## src/rtl/secded_pkg.sv

```systemverilog
// Shared types and SECDED helpers for the 13-bit scrubber: code geometry, FSM states,
// error classes, and syndrome/parity functions.
package secded_pkg;

    localparam int CODE_W = 13;
    localparam int SYN_W  = 4;

    typedef enum logic [2:0] {
        ST_IDLE  = 3'd0,
        ST_READ  = 3'd1,
        ST_CHECK = 3'd2,
        ST_WRITE = 3'd3,
        ST_DONE  = 3'd4
    } state_e;

    typedef enum logic [1:0] {
        ERR_CLEAN  = 2'd0,
        ERR_SINGLE = 2'd1,
        ERR_DOUBLE = 2'd2
    } err_class_e;

    // Bit k of the syndrome covers every position 1..12 whose index has bit k set.
    function automatic logic [SYN_W-1:0] calc_syndrome(input logic [CODE_W-1:0] word);
        logic [SYN_W-1:0] syn;
        logic [SYN_W-1:0] idx;
        syn = {SYN_W{1'b0}};
        for (int i = 1; i < CODE_W; i++) begin
            idx = SYN_W'(i);
            for (int k = 0; k < SYN_W; k++) begin
                if (idx[k]) begin
                    syn[k] = syn[k] ^ word[i];
                end
            end
        end
        return syn;
    endfunction

    function automatic logic calc_parity(input logic [CODE_W-1:0] word);
        return ^word;
    endfunction

endpackage

```

## src/rtl/secded_classify.sv

```systemverilog
// Combinational SECDED decoder: classifies a 13-bit codeword and produces the
// single-bit-corrected word. Shared by the scrubber and the host read path.
module secded_classify
    import secded_pkg::*;
(
    input  logic [CODE_W-1:0] word,
    output err_class_e        err_class,
    output logic [CODE_W-1:0] corrected
);

    logic [SYN_W-1:0] syn_s;
    logic             par_s;

    // Decode syndrome and overall parity into an error class and repaired word
    always_comb begin
        syn_s     = calc_syndrome(word);
        par_s     = calc_parity(word);
        err_class = ERR_CLEAN;
        corrected = word;
        if (!par_s) begin
            if (syn_s == 4'd0) begin
                err_class = ERR_CLEAN;
            end else begin
                err_class = ERR_DOUBLE;
            end
        end else begin
            // Syndrome 0 with odd parity means the overall parity bit itself flipped
            if (syn_s <= 4'd12) begin
                err_class = ERR_SINGLE;
                corrected = word ^ (13'd1 << syn_s);
            end else begin
                err_class = ERR_DOUBLE;
            end
        end
    end

endmodule

```

## src/rtl/secded_scrubber.sv

```systemverilog
// Background scrubber walking DEPTH SECDED words, yielding the port to the host on request.
// Define SCRUB_WRITEBACK_EN to write single-bit corrections back; otherwise report-only.
module secded_scrubber
    import secded_pkg::*;
#(
    parameter int DEPTH  = 16,
    parameter int ADDR_W = $clog2(DEPTH)
) (
    input  logic              clock,
    input  logic              reset,
    input  logic              start,
    output logic              busy,
    output logic              done,
    input  logic              host_req,
    output logic              host_gnt,
    output logic [ADDR_W-1:0] mem_addr,
    output logic              mem_re,
    input  logic [CODE_W-1:0] mem_rdata,
    output logic              mem_we,
    output logic [CODE_W-1:0] mem_wdata,
    output logic [7:0]        corr_count,
    output logic [7:0]        uncorr_count,
    output logic [ADDR_W-1:0] first_bad_addr,
    output logic              first_bad_vld
);

    state_e            state_r;
    logic [ADDR_W-1:0] addr_r;
    logic [7:0]        corr_r;
    logic [7:0]        uncorr_r;
    logic [ADDR_W-1:0] fba_r;
    logic              fbv_r;
    logic              busy_r;
    logic              done_r;
    err_class_e        cls_s;
    logic [CODE_W-1:0] fixed_s;
    logic              last_s;
    logic              advance_s;

    secded_classify u_classify (
        .word      (mem_rdata),
        .err_class (cls_s),
        .corrected (fixed_s)
    );

    // Decide when the walk moves past the current word
    always_comb begin
        last_s    = (addr_r == ADDR_W'(DEPTH - 1));
        advance_s = 1'b0;
        if (state_r == ST_CHECK) begin
`ifdef SCRUB_WRITEBACK_EN
            advance_s = (cls_s != ERR_SINGLE);
`else
            advance_s = 1'b1;
`endif
        end else if (state_r == ST_WRITE) begin
            advance_s = !host_req;
        end else begin
            advance_s = 1'b0;
        end
    end

`ifdef SCRUB_WRITEBACK_EN
    logic [CODE_W-1:0] wdata_r;

    // Hold the corrected word from the decode cycle until the write is granted
    always_ff @(posedge clock) begin
        if (reset) begin
            wdata_r <= {CODE_W{1'b0}};
        end else if (state_r == ST_CHECK && cls_s == ERR_SINGLE) begin
            wdata_r <= fixed_s;
        end
    end

    assign mem_we    = (state_r == ST_WRITE) && !host_req && !reset;
    assign mem_wdata = wdata_r;
`else
    logic unused_fixed_s;
    assign unused_fixed_s = ^fixed_s;
    assign mem_we         = 1'b0;
    assign mem_wdata      = {CODE_W{1'b0}};
`endif

    // Scrub FSM with pass statistics
    always_ff @(posedge clock) begin
        if (reset) begin
            state_r  <= ST_IDLE;
            addr_r   <= {ADDR_W{1'b0}};
            corr_r   <= 8'd0;
            uncorr_r <= 8'd0;
            fba_r    <= {ADDR_W{1'b0}};
            fbv_r    <= 1'b0;
            busy_r   <= 1'b0;
            done_r   <= 1'b0;
        end else begin
            done_r <= 1'b0;
            case (state_r)
                ST_IDLE: begin
                    if (start) begin
                        corr_r   <= 8'd0;
                        uncorr_r <= 8'd0;
                        fbv_r    <= 1'b0;
                        addr_r   <= {ADDR_W{1'b0}};
                        busy_r   <= 1'b1;
                        state_r  <= ST_READ;
                    end
                end
                ST_READ: begin
                    if (!host_req) begin
                        state_r <= ST_CHECK;
                    end
                end
                ST_CHECK: begin
                    case (cls_s)
                        ERR_SINGLE: begin
                            if (corr_r != 8'hFF) begin
                                corr_r <= corr_r + 8'd1;
                            end
`ifdef SCRUB_WRITEBACK_EN
                            state_r <= ST_WRITE;
`endif
                        end
                        ERR_DOUBLE: begin
                            if (uncorr_r != 8'hFF) begin
                                uncorr_r <= uncorr_r + 8'd1;
                            end
                            if (!fbv_r) begin
                                fba_r <= addr_r;
                                fbv_r <= 1'b1;
                            end
                        end
                        default: begin
                        end
                    endcase
                end
                ST_WRITE: begin
                end
                ST_DONE: begin
                    state_r <= ST_IDLE;
                end
                default: begin
                    state_r <= ST_IDLE;
                    busy_r  <= 1'b0;
                end
            endcase
            if (advance_s) begin
                if (last_s) begin
                    state_r <= ST_DONE;
                    busy_r  <= 1'b0;
                    done_r  <= 1'b1;
                end else begin
                    addr_r  <= addr_r + ADDR_W'(1);
                    state_r <= ST_READ;
                end
            end
        end
    end

    // The host only waits through the decode cycle of a read-modify-write
    assign host_gnt       = host_req && (state_r != ST_CHECK);
    assign mem_re         = (state_r == ST_READ) && !host_req && !reset;
    assign mem_addr       = addr_r;
    assign busy           = busy_r;
    assign done           = done_r;
    assign corr_count     = corr_r;
    assign uncorr_count   = uncorr_r;
    assign first_bad_addr = fba_r;
    assign first_bad_vld  = fbv_r;

endmodule

```

## config.mk

```make
export PLATFORM = sky130hd
export DESIGN_NAME = secded_scrubber
export DESIGN_NICKNAME = d
export VERILOG_FILES = /design/src/rtl/secded_pkg.sv /design/src/rtl/secded_classify.sv /design/src/rtl/secded_scrubber.sv
export SDC_FILE = /design/constraint.sdc
export NUM_CORES = 1
export LEC_CHECK = 0
export CAP_MARGIN = 0
export CORE_MARGIN = 2
export CORE_UTILIZATION = 46
export DETAILED_ROUTE_END_ITERATION = 6
export PLACE_DENSITY_LB_ADDON = 0.2
export SLEW_MARGIN = 20
export SYNTH_ARGS = -nofsm -noshare
export SYNTH_HDL_FRONTEND = slang
export SYNTH_SLANG_ARGS = --single-unit
```

## constraint.sdc

```tcl
create_clock -name clock -period 3.7 [get_ports clock]
set_input_delay 0.37 -clock clock [delete_from_list [all_inputs] [get_ports clock]]
set_output_delay 0.37 -clock clock [all_outputs]
set_load 0.02 [all_outputs]
```

==> results of run 1 <==
[flip-flops by register name, indices dropped and copies added, names as in the netlist]
name / cells
done: 1
corr_count: 8
state_r: 3
busy: 1
uncorr_count: 8
first_bad_vld: 1
first_bad_addr: 4
mem_addr: 4
[per-layer routing]
metal  up-vias  wire length (µm)  track usage (%)
met2        41              1598            26.00
met3         5               212            4.730
met4         0                58            8.418
met1       722              1729            23.05
li1        818                 -                -
met5         -                 0                0
[stage by stage]
stage | utilization, % | hold WS [ns] | std cells
2_1_floorplan | - | 0.4985 | 222
3_3_place_gp | 60.54 | 0.4668 | 297
3_5_place_dp | 60.54 | 0.4775 | 297
4_1_cts | 62.59 | 0.5000 | 304
5_1_grt | 62.59 | 0.5172 | 304
6_report | 62.59 | 0.4997 | 304
[how the worst max path moves through the flow]
| stage | from | endpoint | cells after the start |
|---|---|---|---|
| 2_1_floorplan | mem_rdata[12] | uncorr_count[0] | 8 |
| 3_3_place_gp | mem_rdata[12] | uncorr_count[0] | 8 |
| 3_5_place_dp | mem_rdata[12] | uncorr_count[0] | 8 |
| 4_1_cts | mem_rdata[12] | uncorr_count[0] | 8 |
| 5_1_grt | mem_rdata[12] | uncorr_count[0] | 8 |
| 6_report | mem_rdata[12] | uncorr_count[0] | 8 |
[where the power goes]
part,internal [µW],leakage (µW),switching [µW]
registers,328,0.000242,5.86
logic,74.8,0.000633,93.2
clock network,129,0.0000383,117
[cell type report]
cell class | count | area (µm²)
fill | 351 | 1390
multi-input combinational | 173 | 1131
sequential | 30 | 600.6
timing repair buffer | 46 | 457.9
clock buffer | 7 | 76.32
tap | 48 | 60.06
[cells by family (layout without fill, tap and decap cells)]
| group | count (synthesis) | count (layout) | synth area share [%] |
|---|---|---|---|
| simple gates | 88 | 88 | 24.83 |
| compound gates | 37 | 37 | 14.69 |
| flops | 30 | 30 | 33.10 |
| xor+xnor | 23 | 23 | 13.38 |
| buf+inv | 19 | 53 | 7.241 |
| mux | 8 | 8 | 4.483 |
| fa+ha+maj | 3 | 3 | 2.069 |
| other cells | 1 | 14 | 0.2067 |
[cells in the final DEF (no fill, tap or decap), drive strengths merged, types with 2 or more instances in the layout]
master,instances
clkdlybuf4s50,45
dfxtp,30
nor2,27
nand2,15
conb,14
xnor2,13
nor3,9
nand3,9
xor2,7
mux2i,7
clkbuf,7
and3,6
o21ai,6
a21oi,5
o211ai,5
o2bb2ai,4
or4,4
or2,3
and2,3
xnor3,3
a31oi,3
ha,3
nand2b,2
nand3b,2
or3,2
a21o,2
o31ai,2
a21boi,2
==> results.md, run 1 <==
* Mapped Area at 1814 µm²
* Flops & latches, synth at 30
* PwrDens at 321.7 nW/µm²
* Routability Congestion at 0.8400
* Worst Hold Depth at 1
* Maxcap violations at 0
* CP Launch Type: input port
* Run status: completed
* Leak at 0.0009141 µW
* Final antenna-violating net count at 0
* Post-synth EDFFs at 0
* Fin nets at 276
* CTS sink count at 30
* Post-route cell area at 2326 µm²
* Normalized max-slew margin at 42.83%
* Initial DRC Count at 89
* Antenna diodes at 0
* Minimum clock period at 3.128 ns
* CTS max path bufs at 2
* Hpwl dp at 2747 µm
* Buf/Inv on CP at 1
* Vias at 1586
* Setup TNS at 0 ns
* Setup Viol. Count Final at 0
* Post-CTS Hold Buffers at 0
* Die area at 4462 µm²
* Worst hold path type: flop to flop
* Max VDD drop at 193.4 µV
* Yosys Warn Count at 0
* Synth top area cells: dfxtp_1 33%, xnor2_1 6.3%, buf_4 5.8%, nor2_1 5.4%, mux2i_1 3.9%
* Slowest-stage cell, CP: or4_4
* Yosys top cell by area: dfxtp_1
* Post-route setup slack at 0.5723 ns
* Gr ovfl total at 0
* Final hold vios at 0
* Total track usage at 17.42%
* Most frequent CP cell: or4_4
* Setup repair bufs after CTS at 0
* First-pass GRT wire length at 5906 µm
* CP Data Required Time at 3.92 ns
* R2R cell count at 6
* Number of distinct library cells after synthesis at 48
* Hold Path End: first_bad_vld
* Synth cell count leaders: 30 x dfxtp_1, 26 x nor2_1, 15 x nand2_1
* Synthesis-to-layout area growth at 28.21%
* Most numerous cell in the Yosys netlist: dfxtp_1
* Placed Area at 2250 µm²
* RR Endpoint: corr_count[7]
* Clk_lat worst skew at 0.28 ns
* Clock-pin slew on the worst setup and hold paths at 0.06 ns
* Post-synthesis sequential area ratio at 33.10%
* Initial core utilization at 48.82%
* RSZ-0062 raised after global routing: false
* Final WL at 3598 µm
* Die width at 66.80 µm
* Post-synth top area share at 33.10%
* Share of cells above drive strength 1 at 5.859%
* Initial antenna violation count at 0
* Cells along the critical path: clkdlybuf4s50_1, xnor3_1, xor2_1, nor3b_1, o41a_1, or4_4, or4_4, o21ai_2
* CTS tree: built
* Worst Skew at 0.003934 ns
* Maximum clock rate at 319.7 MHz
* Average size of a mapped cell at 8.681 µm²
* First-pass DRT Iterations at 4
* Worst EP arrival at 3.34 ns
* Worst-path fanout max at 7
* R2r startpoint: state_r[2]
* Drt wl/cell at 11.84 µm
* Htree depth at 2
* Cells after Synth at 209
* Crit Path Class: input port to flop
* Min-delay src: first_bad_vld
* Post-synth top flop: dfxtp_1
* CP Capture Type: flop
* Final worst path period share at 84.53%
* Slowest cell delay on critical path at 0.58 ns
* FFs w/ async S/R, synth at 0%
* Die Ht at 66.80 µm
* Number of buffers created by CTS at 5
* Measured slew at the worst slew-check pin at 0.8544 ns
* IO buf count at 45
* Largest net degree at the start of global routing at 27
* Worst path top cell family by delay: simple AND/OR/NAND/NOR gates
* Core ar. at 3716 µm²
* DRC at 0
* Post-cts repair resize count at 0
* I/O Pins at 60
* R2R setup slack at 1.51 ns
* Slew Limit Fails at 0
* Setup WS pre-CTS at 0.2871 ns
* Total Power at 748.2 µW
* Via-to-Cell Ratio at 5.217
* Root Buffer: clkbuf_8
* Vias in the first global route at 1355
* Row count at 22
No activity file was read; power rests on OpenSTA's default activity.
==> run 2: changes to the inputs <==
- CORE_UTILIZATION: 46 -> 41
- clock period: 3.7 -> 2.85 ns (I/O delays scaled with it)
==> run 2 against run 1 <==
Net effect:
- sequential power grew 30%
- largest cell class unchanged
- combinational power grew 63%
- clock skew about the same
- global-route usage is 0.20 points lower
- total power up 40%
==> results.md, run 2 (synthesis gave the netlist of run 1 again) <==
* Row count at 24
* DR WL met3 at 235 µm
* Die area at 4973 µm²
* First-pass DRT Iterations at 4
* Highest Signal Layer: met4
* Initial core utilization at 42.25%
* DRC at 0
* Leak at 0.001025 µW
* Normalized max-slew margin at 40.06%
* Synthesis-to-layout area growth at 38.07%
* Max VDD drop at 266.5 µV
* Cell-internal power at 755.0 µW
* Most common cell after layout, fill and taps aside: clkdlybuf4s50_1
* CP Data Required Time at 3.07 ns
* Setup Viol. Count Final at 0
* Final worst path period share at 96.02%
* Measured slew at the worst slew-check pin at 0.8959 ns
* Core ar. at 4294 µm²
* CTS tree: built
* Routability Congestion at 0.7607
* Share of cells above drive strength 1 at 14.08%
* CTS sink count at 30
* IO buf count at 45
* Minimum clock period at 2.737 ns
* Die width at 70.52 µm
* Final antenna-violating net count at 0
* Gr ovfl total at 0
* Wire length on met2 at 1816 µm
* Die Ht at 70.52 µm
* CP Capture Type: flop
* Initial antenna violation count at 0
* Run status: completed
* Number of buffers created by CTS at 5
* Worst hold path type: flop to flop
* Final WL at 3866 µm
* Drt wl/cell at 11.75 µm
* Worst EP arrival at 2.96 ns
* Maximum clock rate at 365.4 MHz
* RSZ-0062 raised after global routing: false
* CP Launch Type: input port
* Root Buffer: clkbuf_8
* Via-to-Cell Ratio at 5.073
* Clock network power share at 32.2%
* Final hold vios at 0
* Total track usage at 17.22%
* Clock-pin slew on the worst setup and hold paths at 0.06 ns
* Met1 WL at 1749 µm
* Util after Layout at 58.33%
* Clk_lat worst skew at 0.28 ns
* Worst Skew at 0.004109 ns
* Hpwl dp at 2975 µm
* CTS max path bufs at 2
* Htree depth at 2
* Largest net degree at the start of global routing at 26
* Total Power at 1045 µW
* Vias in the first global route at 1604
* Post-route insts no fill at 329
* Fill count at 417
* First-pass GRT wire length at 6872 µm
* I/O Pins at 60
* Fin nets at 298
* NetSw at 289.9 µW
* Highest-count cells in the layout ignoring fill and taps: 45 x clkdlybuf4s50_1, 30 x dfxtp_1, 25 x nor2_1
* Antenna diodes at 0
* Sw Ratio at 27.75%
* Initial DRC Count at 48
* PwrDens at 417.1 nW/µm²
* Combinational share of power at 26.3%
* Crit Path Class: input port to flop
* Slew Limit Fails at 0
* Worst-path fanout max at 5
* Sequential Power Share at 41.5%
* Vias at 1669
* Maxcap violations at 0
* Placed Cells at 323
[run 2: cell types whose count changed in the layout (fill, tap and decap cells not counted), sizes merged]
cell	previous run	this run
clkbuf	7	6
buf	1	23
[run 2: final cells by class]
cell class	instances	area, µm²	share of cell area [%]
clock buffers	6	82.58	3.297
multi-input cells	173	1134	45.25
flip-flops and latches	30	600.6	23.98
well taps	52	65.06	2.597
repair buffers	68	623.1	24.88
[run 2: repair_timing]
item,in CTS,in global routing
hold buffers,0,0
buffers inserted,0,0
resized for setup,0,1
endpoints found under the setup margin,0,6
[run 2: worst paths after layout]
check                     from                 to  slack [ns]  cells past startpoint
min reg2reg  first_bad_addr[0]  first_bad_addr[0]        0.50                      2
min          first_bad_addr[0]  first_bad_addr[0]        0.50                      2
max reg2reg         state_r[2]      corr_count[7]        0.70                      6
max              mem_rdata[12]    uncorr_count[0]        0.11                      8
[run 2: routing by layer]
layer / vias to the layer above / GRT usage (%)
met3: 7 / 6.205
met2: 36 / 28.20
met5: - / 0
li1: 854 / -
met1: 772 / 20.71
met4: 0 / 6.410
[run 2: power groups by stage]
stage	logic (µW)	registers (µW)	clock network (µW)
final	274	434	337
after global routing	301	435	370
after CTS	276	434	350
after detailed placement	275	443	0
after global placement	272	443	0
after floorplan	167	446	0
[run 2: metrics by stage]
stage | area (µm²) | hold slack [ns] | TNS [ns] | setup WS [ns]
2_1_floorplan | 1863 | 0.4258 | 0 | 0.1833
3_3_place_gp | 2420 | 0.4844 | -2.337 | -0.2714
3_5_place_dp | 2420 | 0.4898 | -2.695 | -0.2874
4_1_cts | 2502 | 0.5160 | 0 | 0.01217
5_1_grt | 2505 | 0.5457 | 0 | 0.03497
6_report | 2505 | 0.5046 | 0 | 0.1135
[run 2: critical path, stage by stage]
cell             delay [ns]
clkdlybuf4s50_1        0.48
xnor3_1                0.40
xor2_1                 0.17
nor3b_1                0.16
o41a_1                 0.44
or4_4                  0.47
or4_4                  0.50
o21ai_2                0.06
